===== config.mk =====
export PLATFORM = sky130hd
export DESIGN_NAME = chebyshev_stim_source
export DESIGN_NICKNAME = d
export VERILOG_FILES = /design/src/rtl/chebyshev_pkg.sv /design/src/rtl/chebyshev_sweep_counter.sv /design/src/rtl/chebyshev_stim_source.sv
export SDC_FILE = /design/constraint.sdc
export NUM_CORES = 1
export LEC_CHECK = 0
export CAP_MARGIN = 15
export CORE_ASPECT_RATIO = 0.8
export CORE_MARGIN = 2
export CORE_UTILIZATION = 33
export DETAILED_ROUTE_END_ITERATION = 10
export DONT_BUFFER_PORTS = 1
export GPL_ROUTABILITY_DRIVEN = 0
export PLACE_DENSITY = 0.46
export RECOVER_POWER = 50
export SLEW_MARGIN = 20
export SYNTH_ARGS = -nofsm -noshare
export SYNTH_HDL_FRONTEND = slang
export SYNTH_SLANG_ARGS = --single-unit

===== constraint.sdc =====
create_clock -name clock -period 4.1 [get_ports clock]
set_clock_uncertainty 0.15 [all_clocks]
set_input_delay 0.82 -clock clock [delete_from_list [all_inputs] [get_ports clock]]
set_output_delay 0.82 -clock clock [all_outputs]
set_load 0.1 [all_outputs]

===== src/rtl/chebyshev_pkg.sv =====
// Shared definitions for the Chebyshev stimulus path: sweep FSM encoding and
// default stream/counter widths so producer and consumer agree by construction.
package chebyshev_pkg;

  localparam int unsigned CHEB_WL    = 16;
  localparam int unsigned CHEB_CNT_W = 16;

  typedef enum logic {
    ST_IDLE = 1'b0,
    ST_RUN  = 1'b1
  } sweep_state_e;

endpackage


===== src/rtl/chebyshev_sweep_counter.sv =====
// Beats-remaining counter for a sweep, with flags for the final beat and the
// one before it (the latter pre-computes eop for the next beat).
module chebyshev_sweep_counter
  import chebyshev_pkg::*;
#(
  parameter int unsigned CNT_W = CHEB_CNT_W
) (
  input  logic             clock,
  input  logic             resetn,
  input  logic             load,
  input  logic             dec,
  input  logic             clear,
  input  logic [CNT_W-1:0] load_val,
  output logic             last,
  output logic             second_last
);

  logic [CNT_W-1:0] r_remaining;

  // NOTE: state registers use non-blocking assignments so every flop samples
  // pre-edge values, independent of process evaluation order.
  always_ff @(posedge clock or negedge resetn) begin
    if (!resetn) begin
      r_remaining <= '0;
    end else if (clear) begin
      r_remaining <= '0;
    end else if (load) begin
      r_remaining <= load_val;
    end else if (dec) begin
      r_remaining <= r_remaining - CNT_W'(1);
    end
  end

  assign last        = (r_remaining == CNT_W'(1));
  assign second_last = (r_remaining == CNT_W'(2));

endmodule


===== src/rtl/chebyshev_stim_source.sv =====
// Streaming linear-sweep stimulus source: emits cfg_count samples starting at
// cfg_start and stepping by cfg_step (mod 2^WL), with valid/ready and sop/eop.
module chebyshev_stim_source
  import chebyshev_pkg::*;
#(
  parameter int unsigned WL    = CHEB_WL,
  parameter int unsigned CNT_W = CHEB_CNT_W
) (
  input  logic             clock,
  input  logic             resetn,
  input  logic             start,
  input  logic             abort,
  input  logic [WL-1:0]    cfg_start,
  input  logic [WL-1:0]    cfg_step,
  input  logic [CNT_W-1:0] cfg_count,
  output logic [WL-1:0]    data_out,
  output logic             source_valid,
  input  logic             source_ready,
  output logic             sop,
  output logic             eop,
  output logic             busy,
  output logic             done,
  output logic             aborted
);

  sweep_state_e  r_state;
  sweep_state_e  w_state_nxt;
  logic [WL-1:0] r_data;
  logic [WL-1:0] r_step;
  logic          r_valid;
  logic          r_sop;
  logic          r_eop;
  logic          r_done;
  logic          r_aborted;

  logic w_xfer;
  logic w_launch;
  logic w_empty;
  logic w_advance;
  logic w_finish;
  logic w_abort;
  logic w_last;
  logic w_second_last;

  assign w_xfer = r_valid & source_ready;

  // NOTE: every signal driven here gets a default first, so no path can leave
  // one unassigned and infer a latch.
  always_comb begin
    w_state_nxt = r_state;
    w_launch    = 1'b0;
    w_empty     = 1'b0;
    w_advance   = 1'b0;
    w_finish    = 1'b0;
    w_abort     = 1'b0;
    case (r_state)
      ST_IDLE: begin
        if (start) begin
          if (cfg_count != '0) begin
            w_launch    = 1'b1;
            w_state_nxt = ST_RUN;
          end else begin
            w_empty = 1'b1;
          end
        end
      end
      ST_RUN: begin
        // Abort outranks completion, even when the final beat moves this cycle.
        if (abort) begin
          w_abort     = 1'b1;
          w_state_nxt = ST_IDLE;
        end else if (w_xfer) begin
          if (w_last) begin
            w_finish    = 1'b1;
            w_state_nxt = ST_IDLE;
          end else begin
            w_advance = 1'b1;
          end
        end
      end
      default: w_state_nxt = ST_IDLE;
    endcase
  end

  always_ff @(posedge clock or negedge resetn) begin
    if (!resetn) begin
      r_state <= ST_IDLE;
    end else begin
      r_state <= w_state_nxt;
    end
  end

  always_ff @(posedge clock or negedge resetn) begin
    if (!resetn) begin
      r_data    <= '0;
      r_step    <= '0;
      r_valid   <= 1'b0;
      r_sop     <= 1'b0;
      r_eop     <= 1'b0;
      r_done    <= 1'b0;
      r_aborted <= 1'b0;
    end else begin
      r_done    <= w_finish | w_empty;
      r_aborted <= w_abort;
      if (w_launch) begin
        r_data  <= cfg_start;
        r_step  <= cfg_step;
        r_valid <= 1'b1;
        r_sop   <= 1'b1;
        r_eop   <= (cfg_count == CNT_W'(1));
      end else if (w_advance) begin
        r_data <= r_data + r_step;
        r_sop  <= 1'b0;
        r_eop  <= w_second_last;
      end else if (w_finish || w_abort) begin
        r_valid <= 1'b0;
        r_sop   <= 1'b0;
        r_eop   <= 1'b0;
      end
    end
  end

  chebyshev_sweep_counter #(
    .CNT_W (CNT_W)
  ) u_counter (
    .clock       (clock),
    .resetn      (resetn),
    .load        (w_launch),
    .dec         (w_advance),
    .clear       (w_finish | w_abort),
    .load_val    (cfg_count),
    .last        (w_last),
    .second_last (w_second_last)
  );

  assign data_out     = r_data;
  assign source_valid = r_valid;
  assign sop          = r_sop;
  assign eop          = r_eop;
  assign busy         = (r_state == ST_RUN);
  assign done         = r_done;
  assign aborted      = r_aborted;

endmodule


==> results of run 1 <==
==> path summary, 6_finish.rpt <==
kind | from | end | slack, ns | cells after the start
worst max register to register | data_out[12] | data_out[15] | 0.61 | 9
max in group asynchronous | resetn | u_counter.r_remaining[14] | 3.62 | 0
worst min-delay path | resetn | r_step[2] | 0.06 | 0
min in group clock | r_step[3] | r_step[3] | 0.34 | 2
worst max-delay path | data_out[12] | data_out[15] | 0.61 | 9
worst min register to register | r_step[3] | r_step[3] | 0.34 | 2
==> worst reg2reg max path, stage by stage (launching register included) <==
cell	delay [ns]
dfrtp_1	0.32
clkbuf_1	0.93
ha_1	0.44
nand3_1	0.17
nor2_1	0.06
a221o_1	0.38
o41ai_2	0.34
xor2_1	0.14
or3_1	0.32
a31oi_1	0.16
==> sequential cells by signal, indices dropped and copies added (netlist names) <==
| signal | cells |
|---|---|
| aborted | 1 |
| busy | 1 |
| data_out | 16 |
| done | 1 |
| eop | 1 |
| r_step | 16 |
| sop | 1 |
| source_valid | 1 |
| u_counter.r_remaining | 16 |
==> power groups by stage <==
stage	registers [mW]	clock network (mW)	logic (mW)
after floorplan	1.24	0	0.676
after global placement	0.891	0	1.29
after detailed placement	0.892	0	1.29
after CTS	0.883	0.506	1.30
after global routing	0.901	0.528	1.41
final	0.883	0.489	1.27
==> cell families (layout without fill, tap and decap cells) <==
group,Yosys count,count (layout),share of synthesized area
compound gates,104,104,0.226
xor+xnor,12,12,0.0328
fa+ha+maj,19,19,0.0764
buf+inv,22,35,0.0312
flops,54,54,0.421
mux,1,1,0.00312
simple gates,153,153,0.209
==> cells in the mapped netlist (all sizes together), types with 2 or more instances <==
master   n  share of area
a22oi    8          0.019
clkbuf   8         0.0094
nor3    12          0.020
a31o     3         0.0082
o311ai   2         0.0055
o21a     3         0.0070
or3      3         0.0059
buf      5          0.011
xor2     7          0.019
a21oi   22          0.034
a31oi    4         0.0078
nand2   79          0.092
o31ai    3         0.0070
nand4    3         0.0059
nor4    11          0.023
dfrtp   54           0.42
o21ai   25          0.039
ha      18          0.070
o22ai    3         0.0059
a221o   11          0.034
a211oi   2         0.0047
a21o     7          0.019
o21bai   2         0.0059
nor2    34          0.040
xnor2    5          0.014
inv      9          0.011
nand2b   3         0.0059
nand3    3         0.0047
==> area by class of cell <==
type	count	area [um^2]
clock buffer	5	125
clock inverter	2	38.8
fill	962	5950
inverter	9	33.8
multi-input combinational	289	1760
sequential	54	1350
tap	119	149
timing repair buffer	19	116
==> per-stage QoR <==
stage	util	hold slack (ns)	area (um^2)
floorplan	-	0.300	3210
global placement	0.361	0.316	3440
detailed placement	0.361	0.322	3440
CTS	0.378	0.0510	3600
global route	0.376	0.0408	3580
finish	0.376	0.0621	3580
==> metal layers <==
layer	wire, um	vias to the layer above	GRT usage
met5	0	-	0
met4	97	0	0.0417
met3	797	7	0.0595
met2	3440	94	0.247
met1	4410	1280	0.266
li1	-	1347	-
==> results.md, run 1 <==
* Setup TNS Final at 0 ns
* First-pass GRT wire length at 14,700 um
* Maximum resistive drop on vdd at 469 uV
* Combined area of all synthesized cells at 3210 um^2
* Number of buffers added to fix hold violations after cts at 0
* Slowest stage delay, CP at 0.93 ns
* Proportion of power drawn by flip-flops and latches at 0.334
* Die X at 114 um
* H-Tree Depth at 2
* Drt via density at 5.49
* Yosys synthesis warning count at 0
* Clock Latency Late Sink at 0.30 ns
* Slew headroom at 0.107
* Vias in the first global route at 2,759
* Antenna diode count at 0
* Startpoint kind of the worst setup timing path: flip-flop
* Number of rows created at floorplan at 32
* Most frequent standard cell in the layout excluding fill and tap cells: nand2_1
* Relative contribution of the clock network to total power at 0.185
* Final hold violation count at 0
* Post-synthesis net count at 437
* Pins Over Slew Limit at 0
* Status: finished, final reports clean
* DP Wirelength at 6350 um
* Number of enable flip-flop cells after synthesis at 0
* Most frequent cells in the layout: nand2_1 (79), dfrtp_1 (54), nor2_1 (33)
* Synthesized netlist cell count at 365
* Flip-flop and latch count after synthesis at 54
* Number of violations of the max-capacitance limit at 0
* Fraction of the yosys area taken by sequential cells at 0.421
* Total leakage power at 1.64 nW
* Maximum number of buffers from clock root to sink at 2
* Arrival time of the worst setup path at 3.56 ns
* Pre-Repair DR Iteration Count at 4
* Core Area at 9530 um^2
* Io pins at 75
* Setup repair after global routing missed its margin: false
* Routed wire length at 8750 um
* Clock buffer count from CTS at 5
* Grt total ovfl at 0
* Count of non-filler cells in the finished layout at 497
* Number of remaining DRC errors at 0
* Worst EP required at 4.17 ns
* Power Dens Cells at 739 nW/um^2
* Primary FF master, synth: dfrtp_1
* Power dissipated by switching net loads at 1.30 mW
* Count of input and output buffers at 0
* Count of unique library cells instantiated by Yosys at 52
* CP endpoint kind: flip-flop
* Worst slack at placement at 1.04 ns
* Logic gate share of total power at 0.482
* Post-layout total power at 2.65 mW
* Post-layout minimum cycle time at 3.49 ns
* Family with the most delay on the worst path: buffers and inverters
* TritonCTS clock tree: done
* Switching share of total power at 0.491
* Asr flop ratio synth at 1.00
* Violation count after the first detailed-route iteration at 187
* Final Worst Setup Slack at 0.612 ns
* Full die area at 10,500 um^2
* Clk sinks at 54
* Placed Instances at 490
* Path category of the worst min-delay check: input pin to asynchronous set/reset pin
* Critical setup path kind: flip-flop to flip-flop
* Root buffer cell: clkbuf_16
* Fraction of final layout cells sized beyond drive strength 1 at 0.0767
* Initial antenna violation count at 0
* Die Height at 92.2 um
* Final Setup Violations at 0
* Largest driver fanout on the critical path at 4
* Growth of design area from synthesis to finish at 11.5%
* Mean Syn Cell Area at 8.79 um^2
* Effective utilization at floorplan at 0.337
* Pin count of the biggest net entering global routing at 55
* Reg clk slew, reported paths at 0.07 ns
* Gr usage total at 0.178
* Post-layout net count at 450
* Buffers and inverters on the worst path at 1
* Cell breakdown of the critical path: clkbuf_1 -> ha_1 -> nand3_1 -> nor2_1 -> a221o_1 -> o41ai_2 -> xor2_1 -> or3_1 -> a31oi_1
* Number of buffers inserted by post-CTS setup repair at 0
* Fin crit share at 0.851
* Worst Max-Slew Pin Slew at 1.34 ns
* Internal power summed over all cells at 1.35 mW
* Count of cells resized by post-cts repair at 0
* Remaining number of nets flagged by the antenna check after routing at 0
* Slowest cell on crit path: clkbuf_1
* DR WL/cell at 17.6 um
* Via Count at 2,728
* Max Clock Freq at 0.287 GHz
No activity file was read; power rests on OpenSTA's default activity.
==> run 2, diff against run 1 <==
--- a/config.mk
+++ b/config.mk
@@ -5,14 +5,13 @@
 export SDC_FILE = /design/constraint.sdc
 export NUM_CORES = 1
 export LEC_CHECK = 0
-export CAP_MARGIN = 15
 export CORE_ASPECT_RATIO = 0.8
 export CORE_MARGIN = 2
-export CORE_UTILIZATION = 33
+export CORE_UTILIZATION = 45
 export DETAILED_ROUTE_END_ITERATION = 10
 export DONT_BUFFER_PORTS = 1
 export GPL_ROUTABILITY_DRIVEN = 0
-export PLACE_DENSITY = 0.46
+export PLACE_DENSITY = 0.59
 export RECOVER_POWER = 50
 export SLEW_MARGIN = 20
 export SYNTH_ARGS = -nofsm -noshare
==> run 2 against run 1 <==
  * Hold slack got worse by 0.017 ns
  * First-iteration DRC count is 24% higher
  * Flip-flop and latch count is the same
  * Die area decreased by 26%
  * Final cell count shrank 6.2%
  * Fmax is 0.23% higher
  * Sequential power shrank 3.3%
  * Global-route usage increased by 4.2 points
  * Power shrank 6.5%
  * Critical endpoint unchanged
  * Largest power group unchanged
==> results.md, run 2 (synthesis results as in run 1) <==
* Vias in the first global route at 2,687
* Clk sinks at 54
* Number of violations of the max-capacitance limit at 0
* TritonCTS clock tree: done
* Io pins at 75
* H-Tree Depth at 2
* Growth of design area from synthesis to finish at 8.11%
* Arrival time of the worst setup path at 3.57 ns
* R2R Path Start: data_out[9]
* Number of buffers added to fix hold violations after cts at 0
* Max Clock Freq at 0.287 GHz
* Proportion of power drawn by flip-flops and latches at 0.345
* Internal power summed over all cells at 1.18 mW
* Number of buffers inserted by post-CTS setup repair at 0
* Most frequent cells in the layout: nand2_1 (79), dfrtp_1 (54), nor2_1 (33)
* Switching share of total power at 0.521
* Die Height at 79.5 um
* Path category of the worst min-delay check: input pin to asynchronous set/reset pin
* Routed wire length at 8330 um
* Number of remaining DRC errors at 0
* Effective utilization at floorplan at 0.466
* Antenna diode count at 0
* Core Area at 6890 um^2
* Most frequent standard cell in the layout excluding fill and tap cells: nand2_1
* Power dissipated by switching net loads at 1.29 mW
* Worst EP required at 4.19 ns
* CP endpoint kind: flip-flop
* Fin crit share at 0.849
* Relative contribution of the clock network to total power at 0.124
* Power Dens Cells at 713 nW/um^2
* Die X at 98.4 um
* Fraction of final layout cells sized beyond drive strength 1 at 0.0818
* Total leakage power at 1.60 nW
* Post-layout minimum cycle time at 3.48 ns
* Slew headroom at 0.129
* Filler Cell Count at 685
* Slowest cell on crit path: clkbuf_1
* Count of cells resized by post-cts repair at 0
* Pin count of the biggest net entering global routing at 55
* R2R setup slack at 0.62 ns
* Worst Max-Slew Pin Slew at 1.31 ns
* Critical setup path kind: flip-flop to flip-flop
* Clock buffer count from CTS at 5
* DR WL/cell at 17.9 um
* Count of input and output buffers at 0
* Pre-Repair DR Iteration Count at 4
* Startpoint kind of the worst setup timing path: flip-flop
* Status: finished, final reports clean
* Worst slack at placement at 0.968 ns
* Setup TNS Final at 0 ns
* Full die area at 7820 um^2
* Via Count at 2,802
* Number of rows created at floorplan at 27
* Final hold violation count at 0
* Endpoint of the worst register-to-register path: data_out[15]
* Clock Latency Late Sink at 0.31 ns
* Slowest stage delay, CP at 0.91 ns
* Final Setup Violations at 0
* Remaining number of nets flagged by the antenna check after routing at 0
* Share of the core filled with cells in the final layout at 0.503
* Final non-filler cell area at 3470 um^2
* Final Worst Setup Slack at 0.620 ns
* Worst reg2reg path depth at 9
* Post-layout net count at 450
* Setup repair after global routing missed its margin: false
* Cell breakdown of the critical path: clkbuf_1 -> ha_1 -> inv_1 -> nor2_1 -> a221o_1 -> o41ai_2 -> xor2_1 -> or3_1 -> a31oi_1
* First-pass GRT wire length at 13,700 um
* Pins Over Slew Limit at 0
* DP Wirelength at 5950 um
* Hold slack at 0.0451 ns
* Placed Instances at 458
* Post-layout total power at 2.47 mW
* Root buffer cell: clkbuf_8
* Maximum resistive drop on vdd at 330 uV
* Logic gate share of total power at 0.531
* Maximum number of buffers from clock root to sink at 2
* Initial antenna violation count at 0
* Cell area after placement at 3400 um^2
* Count of non-filler cells in the finished layout at 466
* Gr usage total at 0.221
* Drt via density at 6.01
* Reg clk slew, reported paths at 0.10 ns
* Grt total ovfl at 0
* Largest driver fanout on the critical path at 4
* Violation count after the first detailed-route iteration at 231
[run 2: per-layer routing]
| metal | routed length, um | vias to the layer above | GRT usage |
|---|---|---|---|
| met3 | 639 | 2 | 0.0604 |
| met1 | 4260 | 1360 | 0.338 |
| met5 | 0 | - | 0 |
| met4 | 30 | 0 | 0.0356 |
| met2 | 3400 | 95 | 0.315 |
| li1 | - | 1345 | - |
[run 2: layout make-up]
class                      instances  area [um^2]  area share
multi-input combinational        289         1760       0.509
sequential                        54         1350       0.390
timing repair buffer              19          120      0.0346
tap                               87          109      0.0314
clock buffer                       5         68.8      0.0198
inverter                           9         33.8     0.00974
clock inverter                     3         21.3     0.00613
[run 2: worst max-delay path by stage]
stage	slack, ns	to	cells past startpoint	from
after floorplan	1.02	data_out[15]	8	data_out[11]
after global placement	1.02	data_out[4]	7	cfg_count[4]
after detailed placement	0.97	data_out[4]	7	cfg_count[4]
after CTS	1.06	data_out[15]	7	data_out[4]
after global routing	0.48	data_out[15]	9	data_out[9]
final	0.62	data_out[15]	9	data_out[9]
[run 2: critical path, delay by kind of cell, from the launching register on]
family / cells / cell delay, ns
buffers and inverters: 2 / 1.05
AOI/OAI and AO/OA: 3 / 0.93
adders and majority gates: 1 / 0.43
and+or+nand+nor: 2 / 0.39
DFF: 1 / 0.33
xor gates and xnor gates: 1 / 0.14
[run 2: power groups by stage]
stage	clock network (mW)	logic [mW]	registers, mW
6_report	0.306	1.31	0.854
4_1_cts	0.315	1.33	0.852
5_1_grt	0.336	1.44	0.871
3_5_place_dp	0	1.32	0.862
3_3_place_gp	0	1.31	0.860
2_1_floorplan	0	0.676	1.24
